==> config.mk <==
export PLATFORM = sky130hd
export DESIGN_NAME = quad_decoder_counter
export DESIGN_NICKNAME = d
export VERILOG_FILES = /design/src/rtl/qdec_pkg.sv /design/src/rtl/qdec_filter.sv /design/src/rtl/quad_decoder_counter.sv
export SDC_FILE = /design/constraint.sdc
export NUM_CORES = 1
export LEC_CHECK = 0
export CORE_AREA = 4 4 60 62
export DETAILED_ROUTE_END_ITERATION = 16
export DIE_AREA = 0 0 64 66
export PLACE_DENSITY = 0.68
export SLEW_MARGIN = 20
export SYNTH_ARGS = -nofsm -noshare
export SYNTH_HDL_FRONTEND = slang
export SYNTH_SLANG_ARGS = --single-unit
==> constraint.sdc <==
create_clock -name clk -period 2.5 [get_ports clk]
set_clock_uncertainty 0.2 [all_clocks]
set_input_delay 0.375 -clock clk [delete_from_list [all_inputs] [get_ports clk]]
set_output_delay 0.375 -clock clk [all_outputs]
set_load 0.005 [all_outputs]
==> src/rtl/qdec_pkg.sv <==
// Shared definitions for the quadrature decoder.
// Provides:
//   qstate_t         - {A,B} channel state encodings S00/S10/S11/S01
//   next_up()        - successor of a state in the up (A leads) sequence;
//                      the down sequence is its inverse
//   filt_cnt_width() - width of a glitch-filter counter that counts up to FILT
package qdec_pkg;

  typedef enum logic [1:0] {
    S00 = 2'b00,
    S01 = 2'b01,
    S10 = 2'b10,
    S11 = 2'b11
  } qstate_t;

  // Up sequence: 00 -> 10 -> 11 -> 01 -> 00.
  function automatic qstate_t next_up(input qstate_t s);
    qstate_t n;
    unique case (s)
      S00:     n = S10;
      S10:     n = S11;
      S11:     n = S01;
      default: n = S00;
    endcase
    return n;
  endfunction

  function automatic int unsigned filt_cnt_width(input int unsigned filt);
    return (filt + 1 <= 2) ? 1 : $clog2(filt + 1);
  endfunction

endpackage

==> src/rtl/qdec_filter.sv <==
// Two-flop synchronizer followed by a persistence glitch filter for one
// quadrature channel. A new synchronized level is accepted only after it has
// differed from the filtered level for FILT consecutive clocks.
// Ports:
//   clk   - system clock, rising edge
//   reset - asynchronous active-low reset
//   din   - raw channel input, asynchronous to clk
//   dout  - synchronized, filtered level
module qdec_filter
  import qdec_pkg::*;
#(
  parameter int unsigned FILT = 3
) (
  input  logic clk,
  input  logic reset,
  input  logic din,
  output logic dout
);

  localparam int unsigned CW = filt_cnt_width(FILT);
  localparam logic [CW-1:0] CntLast = CW'(FILT - 1);

  logic          sync1_q, sync2_q;
  logic          filt_q, filt_d;
  logic [CW-1:0] cnt_q, cnt_d;

  // Plain flop chain; nothing between the two stages.
  always_ff @(posedge clk or negedge reset) begin
    if (!reset) begin
      sync1_q <= 1'b0;
      sync2_q <= 1'b0;
    end else begin
      sync1_q <= din;
      sync2_q <= sync1_q;
    end
  end

  always_comb begin
    filt_d = filt_q;
    cnt_d  = '0;
    if (sync2_q != filt_q) begin
      if (cnt_q == CntLast) begin
        filt_d = sync2_q;
      end else begin
        cnt_d = cnt_q + CW'(1);
      end
    end
  end

  always_ff @(posedge clk or negedge reset) begin
    if (!reset) begin
      filt_q <= 1'b0;
      cnt_q  <= '0;
    end else begin
      filt_q <= filt_d;
      cnt_q  <= cnt_d;
    end
  end

  assign dout = filt_q;

endmodule

==> src/rtl/quad_decoder_counter.sv <==
// Quadrature (A/B) receiver: synchronizes and filters both channels, decodes
// Gray-code transitions x4 into up/down steps and keeps a wrapping position.
// Ports:
//   clk   - system clock, rising edge
//   reset - asynchronous active-low reset
//   a_in  - channel A, asynchronous
//   b_in  - channel B, asynchronous
//   clr   - synchronous clear of the position count (wins over a step)
//   q     - N-bit position count, wraps modulo 2^N
//   dir   - direction of last valid step: 0 = up, 1 = down
//   step  - one-clock pulse per valid step
//   err   - one-clock pulse when both channels changed together
module quad_decoder_counter
  import qdec_pkg::*;
#(
  parameter int unsigned N    = 8,
  parameter int unsigned FILT = 3
) (
  input  logic         clk,
  input  logic         reset,
  input  logic         a_in,
  input  logic         b_in,
  input  logic         clr,
  output logic [N-1:0] q,
  output logic         dir,
  output logic         step,
  output logic         err
);

  logic    a_f, b_f;
  qstate_t cur, prev_q;
  logic    is_up, is_dn, changed;

  logic [N-1:0] q_q, q_d;
  logic         dir_q, dir_d;
  logic         step_q, step_d;
  logic         err_q, err_d;

  qdec_filter #(
    .FILT(FILT)
  ) u_filt_a (
    .clk  (clk),
    .reset(reset),
    .din  (a_in),
    .dout (a_f)
  );

  qdec_filter #(
    .FILT(FILT)
  ) u_filt_b (
    .clk  (clk),
    .reset(reset),
    .din  (b_in),
    .dout (b_f)
  );

  assign cur     = qstate_t'({a_f, b_f});
  assign changed = (cur != prev_q);
  // next_up never maps a state to itself, so these are false when unchanged.
  assign is_up   = (cur == next_up(prev_q));
  assign is_dn   = (prev_q == next_up(cur));

  always_comb begin
    q_d    = q_q;
    dir_d  = dir_q;
    step_d = 1'b0;
    err_d  = 1'b0;
    if (is_up) begin
      q_d    = q_q + N'(1);
      dir_d  = 1'b0;
      step_d = 1'b1;
    end else if (is_dn) begin
      q_d    = q_q - N'(1);
      dir_d  = 1'b1;
      step_d = 1'b1;
    end else if (changed) begin
      err_d = 1'b1;
    end
    if (clr) begin
      q_d = '0;
    end
  end

  always_ff @(posedge clk or negedge reset) begin
    if (!reset) begin
      prev_q <= S00;
      q_q    <= '0;
      dir_q  <= 1'b0;
      step_q <= 1'b0;
      err_q  <= 1'b0;
    end else begin
      // prev follows the filtered state even on an illegal jump.
      prev_q <= cur;
      q_q    <= q_d;
      dir_q  <= dir_d;
      step_q <= step_d;
      err_q  <= err_d;
    end
  end

  assign q    = q_q;
  assign dir  = dir_q;
  assign step = step_q;
  assign err  = err_q;

endmodule

## Word-level counts from Yosys, hierarchy flattened

Index checks and enable logic that the tools add are counted.

| storage, ports and cells | value |
|---|---|
| register bits | 23 |
| bits in latches | 0 |
| memory bits (writable) | 0 |
| ROM bits | 0 |
| input bits | 5 |
| output and inout port bits | 11 |
| logic and storage cells | 50 |
| memories | 0 |

| operators by class | value |
|---|---|
| $add $sub $neg | 4 |
| $mul | 0 |
| div/mod/pow operators | 0 |
| $lt $le $gt $ge | 0 |
| eq/ne operators | 11 |
| shifts and indexed selects | 0 |
| mux-type cells | 16 |
| bitwise logic cells | 0 |
| reduce and logical (&&, ||, !) cells | 6 |

Operators with widths:

| cell | number |
|---|---|
| 8-bit 2-to-1 mux | 3 |
| 2-bit == test, second input constant | 6 |
| 2-bit case mux with 3 select lines | 2 |
| 8-bit by 1-bit adder with 8-bit output, second input constant | 1 |
| 2-bit 2-to-1 mux | 4 |
| 8-bit by 1-bit subtractor with 8-bit output, second input constant | 1 |
| 1-bit 2-to-1 mux | 7 |
| 2-bit by 1-bit adder with 2-bit output, second input constant | 2 |
| 2-bit == test | 2 |
| 2-bit logical NOT | 2 |
| 2-bit AND reduction | 2 |
| 3-bit nonzero test | 1 |
| 1-bit != test | 2 |
| 2-bit != test | 1 |
| 2-bit nonzero test | 1 |

## Logic depth before layout (Yosys ltp)

Gate-level depths: netlist of run 1.

| depth | value |
|---|---|
| depth in word-level cells | 6 |
| depth in mapped cells | 10 |
| mapped depth without buffers | 9 |

## Modules after synthesis

Synthesis of run 1 repeated with hierarchy kept, for this count alone.

| second synthesis, totals | value |
|---|---|
| cells, all modules | 104 |
| area total of the unflattened synthesis | 1157.4 um^2 |

Modules (own cells, without submodules):

| module | times used | cells each | area an instance (um^2) | sequential area each (um^2) |
|---|---|---|---|---|
| quad_decoder_counter | 1 | 84 | 807.0 | 325.3 |
| qdec_filter | 2 | 10 | 175.2 | 125.1 |

## Least setup slack after synthesis of run 1

OpenSTA, ideal clock, no wires.

| timing path | value |
|---|---|
| path kind | reg2reg |
| from | reg u_filt_a.filt_q, in the netlist u_filt_a.dout |
| to | reg q_q[6], in the netlist q[6] |
| arrival time | 2.233 ns |
| data required time | 2.233 ns |
| setup slack | 0.000 ns |
| stages on the path, launching flop included | 10 |
| buffers on the path | 0 |
| clock period less this slack | 2.500 ns |
| path through | dfrtp_1 > xnor2_2 > nand2b_4 > inv_1 > fa_1 > nor2b_1 > o31a_1 > o21ai_0 > a2111oi_0 > a311o_1 |

| between the ends | value |
|---|---|
| cells in the longest elaborated chain, start to end | 4 |

Ends and longest elaborated chain:

| element | RTL line | text |
|---|---|---|
| start: declaration | qdec_filter.sv:24 | `logic filt_q, filt_d;` |
| start signal: assignment | qdec_filter.sv:55 | `filt_q <= filt_d;` |
| 2-bit == test or 2-bit logical NOT (tied branches) | qdec_pkg.sv:19 | `unique case (s)` |
| 2-bit case mux with 3 select lines | qdec_pkg.sv:19 |  |
| 2-bit == test | quad_decoder_counter.sv:61 | `assign is_dn = (prev_q == next_up(cur));` |
| 3-bit nonzero test (no source line) | n/a |  |
| end signal: assignment | quad_decoder_counter.sv:94 | `q_q <= q_d;` |
| end: declaration | quad_decoder_counter.sv:34 | `logic [N-1:0] q_q, q_d;` |

Several ways; a longest one is shown, not always the timed one.
A chain may end at the register's enable or synchronous reset.

## Worst setup path in the final report of run 1

| timing path | value |
|---|---|
| from | reg prev_q[1] |
| to | reg q_q[6], in the netlist q[6] |

| between the ends | value |
|---|---|
| cells in the longest elaborated chain, start to end | 5 |

Ends and longest elaborated chain:

| element | RTL line | text |
|---|---|---|
| start: declaration | quad_decoder_counter.sv:31 | `qstate_t cur, prev_q;` |
| start signal: assignment | quad_decoder_counter.sv:93 | `prev_q <= cur;` |
| 2-bit == test or 2-bit logical NOT (tied branches) | qdec_pkg.sv:19 |  |
| 2-bit case mux with 3 select lines | qdec_pkg.sv:19 |  |
| 2-bit == test | quad_decoder_counter.sv:60 | `assign is_up = (cur == next_up(prev_q));` |
| 8-bit 2-to-1 mux | quad_decoder_counter.sv:68 | `if (is_up) begin` |
| 8-bit 2-to-1 mux | quad_decoder_counter.sv:79 | `if (clr) begin` |

Several ways; a longest one is shown, not always the timed one.

==> results of run 1 <==
[registers in the layout, summed over array words and instances, names as in the netlist]
name,flops
err,1
u_filt_a.sync2_q,1
u_filt_a.dout,1
u_filt_b.sync2_q,1
step,1
dir,1
u_filt_b.dout,1
prev_q,2
u_filt_b.cnt_q,2
u_filt_a.cnt_q,2
u_filt_a.sync1_q,1
q,8
u_filt_b.sync1_q,1
[worst min-delay path by stage]
stage / startpoint / endpoint / slack (ps)
floorplan: reset / dir$_DFFE_PN0P_ / -120
global placement: u_filt_a.sync1_q$_DFF_PN0_ / u_filt_a.sync2_q$_DFF_PN0_ / 140
detailed placement: u_filt_b.sync1_q$_DFF_PN0_ / u_filt_b.sync2_q$_DFF_PN0_ / 140
CTS: reset / q[3]$_DFFE_PN0P_ / 180
global route: reset / q[3]$_DFFE_PN0P_ / 190
finish: u_filt_a.sync1_q$_DFF_PN0_ / u_filt_a.sync2_q$_DFF_PN0_ / 170
[repair_timing]
item | in CTS | in global routing
pin swaps | 4 | 9
gates resized for setup | 3 | 12
buffers inserted | 1 | 4
setup endpoints to repair | 1 | 2
[worst register-to-register path: stages (launching register included)]
cell and delay [ps]:
dfrtp_1 430, xnor2_2 240, nand2b_4 100, buf_4 150, ha_4 220, nor2b_2 160, o31a_1 340, o21ai_2 160
a2111oi_2 80, a311o_1 280
[cell usage in the layout, fill, tap and decap left out, drive strengths merged, types with 3 or more instances in the layout]
cell type	instances
dfrtp	23
clkdlybuf4s50	15
buf	15
nand2	8
xnor2	7
nor2	6
inv	6
ha	6
nor3	5
o21ai	5
nor3b	4
a21oi	4
clkbuf	3
nor2b	3
a211oi	3
[area by class of cell]
class	count	area (um2)
clock buffers	3	22.5
clock inverters	1	7.51
flip-flops and latches	23	576
multi-input cells	74	626
inverters	6	22.5
fillers	265	1450
repair buffers	30	267
well taps	44	55.1
[cell families after synthesis]
kind of cell | count (synthesis) | synth area share
adder cells (fa/ha/maj) | 7 | 0.0807
flip-flops | 23 | 0.488
XOR/XNOR | 8 | 0.0786
AO/OA/AOI/OAI | 21 | 0.121
AND/OR/NAND/NOR | 35 | 0.166
multiplexers | 3 | 0.0276
buffers and inverters | 9 | 0.0382
[layer usage]
layer	vias up	part of all wire	track usage	routed length, um
met2	32	0.53	0.214	1310
met1	458	0.39	0.135	972
met5	-	0	0	0
met3	10	0.056	0.0391	137
li1	435	-	-	-
met4	0	0.020	0.0539	49
[through the flow]
stage,util,instances,setup slack (ps)
detailed placement,0.474,172,-12.5
global route,0.520,181,-86.2
floorplan,-,106,0.362
global placement,0.474,172,-4.35
finish,0.520,181,44.7
CTS,0.492,177,4.39
==> flow_summary.json, run 1 <==
{
  "initial_utilization": 0.389,
  "place_area_um2": 1440,
  "fin_crit_sh": 0.982,
  "status": "completed",
  "synthMostInstantiatedCell": "dfrtp_1",
  "grt_antenna_before_repair": 0,
  "cts_tree": "done",
  "drcViolationCount": 0,
  "critPathRequiredTime_ps": 2540,
  "reg2regPathDepth": 9,
  "ant_nets": 0,
  "vias": 935,
  "crit_buf_inv": 1,
  "clkLatencyLatePin_ps": 330,
  "yosys_register_bits": 23,
  "critical_path_arrival_ps": 2490,
  "crit_cells": 9,
  "die_x_um": 64,
  "yosys.area.top_type": "dfrtp_1",
  "async_flop_share": 1.00,
  "grt_max_degree": 24,
  "nNetsFinal": 150,
  "drive_gt1_frac": 0.270,
  "whs_ps": 169,
  "hp-class": "flip-flop to flip-flop",
  "fin_tns_setup_ps": 0,
  "setup_viol": 0,
  "dieArea_um2": 4220,
  "grt-ovfl-total": 0,
  "synth_edf_count": 0,
  "post-synth-top-area-fraction": 0.488,
  "relSlewSlack": 0.657,
  "worstPathCellList": "xnor2_2 > nand2b_4 > buf_4 > ha_4 > nor2b_2 > o31a_1 > o21ai_2 > a2111oi_2 > a311o_1",
  "grt_pass1_wl_mm": 3.99,
  "syn_area_per_cell_um2": 11.1,
  "critical_path_class": "flip-flop to flip-flop",
  "postCtsHoldBufs": 0,
  "cts_root_buf": "clkbuf_4",
  "clk_pin_slew_worst_paths_ps": 140,
  "port_buffers": 15,
  "cp_slowest_cell": "dfrtp_1",
  "crit_end": "q[6]$_DFFE_PN0P_",
  "worstMarginPinSlew_ps": 514,
  "ff2ff_setup_slack_ps": 40,
  "die_h_um": 66,
  "crit_path_max_fanout": 5,
  "r2r_start": "prev_q[1]$_DFF_PN0_",
  "dp_hpwl_mm": 1.66,
  "numCtsBuffers": 3,
  "htreeDepth": 1,
  "rsz0062_at_grt": "true",
  "gp_congestion": 0.919,
  "core_area_um2": 3030,
  "viasPerCell": 5.17,
  "std_cell_rows": 20,
  "numClockSinks": 23,
  "grtUsageTotal": 0.122,
  "min_path_cells": 0,
  "critical_path.max_stage_delay_ps": 430,
  "wl_per_cell_um": 13.6,
  "antenna-diode-count": 0,
  "drtPass1Iterations": 4,
  "drtIter0Drc": 104,
  "synth_area_leaders": "dfrtp_1 (49%), ha_1 (6.4%), xnor2_2 (4.1%)",
  "crit_family": "compound AO/OA/AOI/OAI gates",
  "drt_wl_total_mm": 2.47,
  "ys_top_cells_by_count": "dfrtp_1 (23), nand2_1 (8), ha_1 (6), nor2_1 (6)",
  "grt_pass1_vias": 913,
  "period_needed_ps": 2460,
  "stdcell_area_um2": 1580,
  "slew_viol_final": 0,
  "regToRegEndpoint": "q[6]$_DFFE_PN0P_",
  "seq_area_frac_synth": 0.488,
  "area_growth_pct": 33.7,
  "crit_path_start": "prev_q[1]$_DFF_PN0_",
  "ys_types": 38,
  "io-pin-count": 16,
  "cp-end-kind": "flip-flop",
  "fmax_mhz": 407,
  "synthFlopType": "dfrtp_1",
  "synth_cells": 106,
  "drv_cap": 0,
  "hold_viol_final": 0,
  "yosys_warnings": 0,
  "netlist_area_um2": 1180,
  "synth_fp_nets": 118,
  "cts.path.max_buffers": 2,
  "start_kind": "flip-flop"
}
Power of run 1 is not shown: default switching activity piles up to over one toggle a cycle in this logic, so the estimate is an artifact.
==> run 2: changes to the inputs <==
- SKIP_CTS_REPAIR_TIMING: not set -> 1
==> run 2 against run 1 <==
Effect of this change: global-route usage fell by 0.073 points; register-to-register slack better by 40 ps; clock-buffer cell count unchanged; sequential share of layout area is 1.5 points higher; hold slack hardly changed; die area unchanged; critical endpoint is now q[7]$_DFFE_PN0P_.
==> flow_summary.json, run 2 (synthesis gave the netlist of run 1 again) <==
{
  "clk_pin_slew_worst_paths_ps": 140,
  "dp_hpwl_mm": 1.66,
  "grt-ovfl-total": 0,
  "wl_per_cell_um": 13.1,
  "critical_path_arrival_ps": 2500,
  "critical_path_class": "flip-flop to flip-flop",
  "critical_path.max_stage_delay_ps": 520,
  "core_area_um2": 3030,
  "viasPerCell": 5.02,
  "rsz0062_at_grt": "true",
  "grt_pass1_wl_mm": 3.96,
  "gp_congestion": 0.919,
  "setup_viol": 0,
  "grt_pass1_vias": 898,
  "vias": 883,
  "largest_reg_flops": 8,
  "numClockSinks": 23,
  "cp-end-kind": "flip-flop",
  "htreeDepth": 1,
  "crit_family": "simple AND/OR/NAND/NOR gates",
  "hp-class": "flip-flop to flip-flop",
  "worst_slack_ps": 83.0,
  "fin_crit_sh": 0.967,
  "routed.top_layer": "met4",
  "die_h_um": 66,
  "pre_cts_ws_ps": -12.5,
  "status": "completed",
  "hp-start": "u_filt_a.sync1_q$_DFF_PN0_",
  "dieArea_um2": 4220,
  "drv_cap": 0,
  "worstPathCellList": "xnor2_2 > nand2b_4 > buf_6 > ha_4 > a211oi_2 > o21ai_2 > a41oi_2 > or4b_1 > nand3_1",
  "initial_utilization": 0.389,
  "period_needed_ps": 2420,
  "cts_root_buf": "clkbuf_4",
  "grtUsageTotal": 0.121,
  "area_growth_pct": 28.2,
  "regToRegEndpoint": "q[7]$_DFFE_PN0P_",
  "drt_wl_total_mm": 2.30,
  "drtPass1Iterations": 4,
  "grt_antenna_before_repair": 0,
  "r2r_start": "u_filt_b.dout$_DFFE_PN0P_",
  "whs_ps": 169,
  "reg2regPathDepth": 9,
  "nNetsFinal": 145,
  "cp_slowest_cell": "or4b_1",
  "crit_buf_inv": 1,
  "post-route-util": 0.499,
  "critPathRequiredTime_ps": 2580,
  "port_buffers": 15,
  "ff2ff_setup_slack_ps": 80,
  "fmax_mhz": 414,
  "min_path_cells": 0,
  "hold_viol_final": 0,
  "clkLatencyLatePin_ps": 330,
  "wl_met2_mm": 1.23,
  "drcViolationCount": 0,
  "slew_viol_final": 0,
  "final_common_cell": "dfrtp_1",
  "drtIter0Drc": 54,
  "met1_length_um": 937,
  "cts.path.max_buffers": 2,
  "fillCellCount": 273,
  "crit_path_max_fanout": 5,
  "antenna-diode-count": 0,
  "drive_gt1_frac": 0.220,
  "grt_max_degree": 24,
  "relSlewSlack": 0.647,
  "io-pin-count": 16,
  "die_x_um": 64,
  "worstMarginPinSlew_ps": 528,
  "ant_nets": 0,
  "cts_tree": "done",
  "final_cell_mix": "dfrtp_1 (23), clkdlybuf4s50_1 (15), buf_4 (9)",
  "fin_tns_setup_ps": 0,
  "start_kind": "flip-flop",
  "hold-path-endpoint": "u_filt_a.sync2_q$_DFF_PN0_",
  "numCtsBuffers": 3,
  "std_cell_rows": 20,
  "wl_met3_um": 89
}
## run 2: worst max path at each step
stage / endpoint / cells after the start / start / slack, ps
floorplan: q[6]$_DFFE_PN0P_ / 9 / u_filt_a.dout$_DFFE_PN0P_ / 0.4
global placement: q[7]$_DFFE_PN0P_ / 9 / prev_q[1]$_DFF_PN0_ / -4
detailed placement: q[7]$_DFFE_PN0P_ / 9 / prev_q[1]$_DFF_PN0_ / -10
CTS: q[7]$_DFFE_PN0P_ / 9 / prev_q[1]$_DFF_PN0_ / -40
global route: q[6]$_DFFE_PN0P_ / 9 / u_filt_a.dout$_DFFE_PN0P_ / -70
finish: q[7]$_DFFE_PN0P_ / 9 / u_filt_b.dout$_DFFE_PN0P_ / 80
## run 2: layout make-up
class / count / area, um2 / area share
Multi-Input combinational cell: 74 / 599 / 0.397
Sequential cell: 23 / 576 / 0.381
Timing Repair Buffer: 25 / 229 / 0.151
Tap cell: 44 / 55.1 / 0.0364
Clock buffer: 3 / 22.5 / 0.0149
Inverter: 6 / 22.5 / 0.0149
Clock inverter: 1 / 7.51 / 0.00497
## run 2: metal layers
layer  vias up  global-route usage
li1        424                   -
met5         -                   0
met3         8              0.0374
met2        19               0.213
met1       432               0.135
met4         0              0.0539
## run 2: worst register-to-register path, delay by kind of cell (launching register included)
family	cells	cell delay [ps]
flip-flops	1	430
AO/OA/AOI/OAI	3	390
adder cells (fa/ha/maj)	1	260
XOR/XNOR	1	250
buffers and inverters	1	140
AND/OR/NAND/NOR	3	700
## run 2: stage by stage
step	area, um2	cells
after floorplan	1180	106
after global placement	1440	172
after detailed placement	1440	172
after CTS	1470	176
after global routing	1510	176
final	1510	176
Power of run 2 is left out for the same reason.
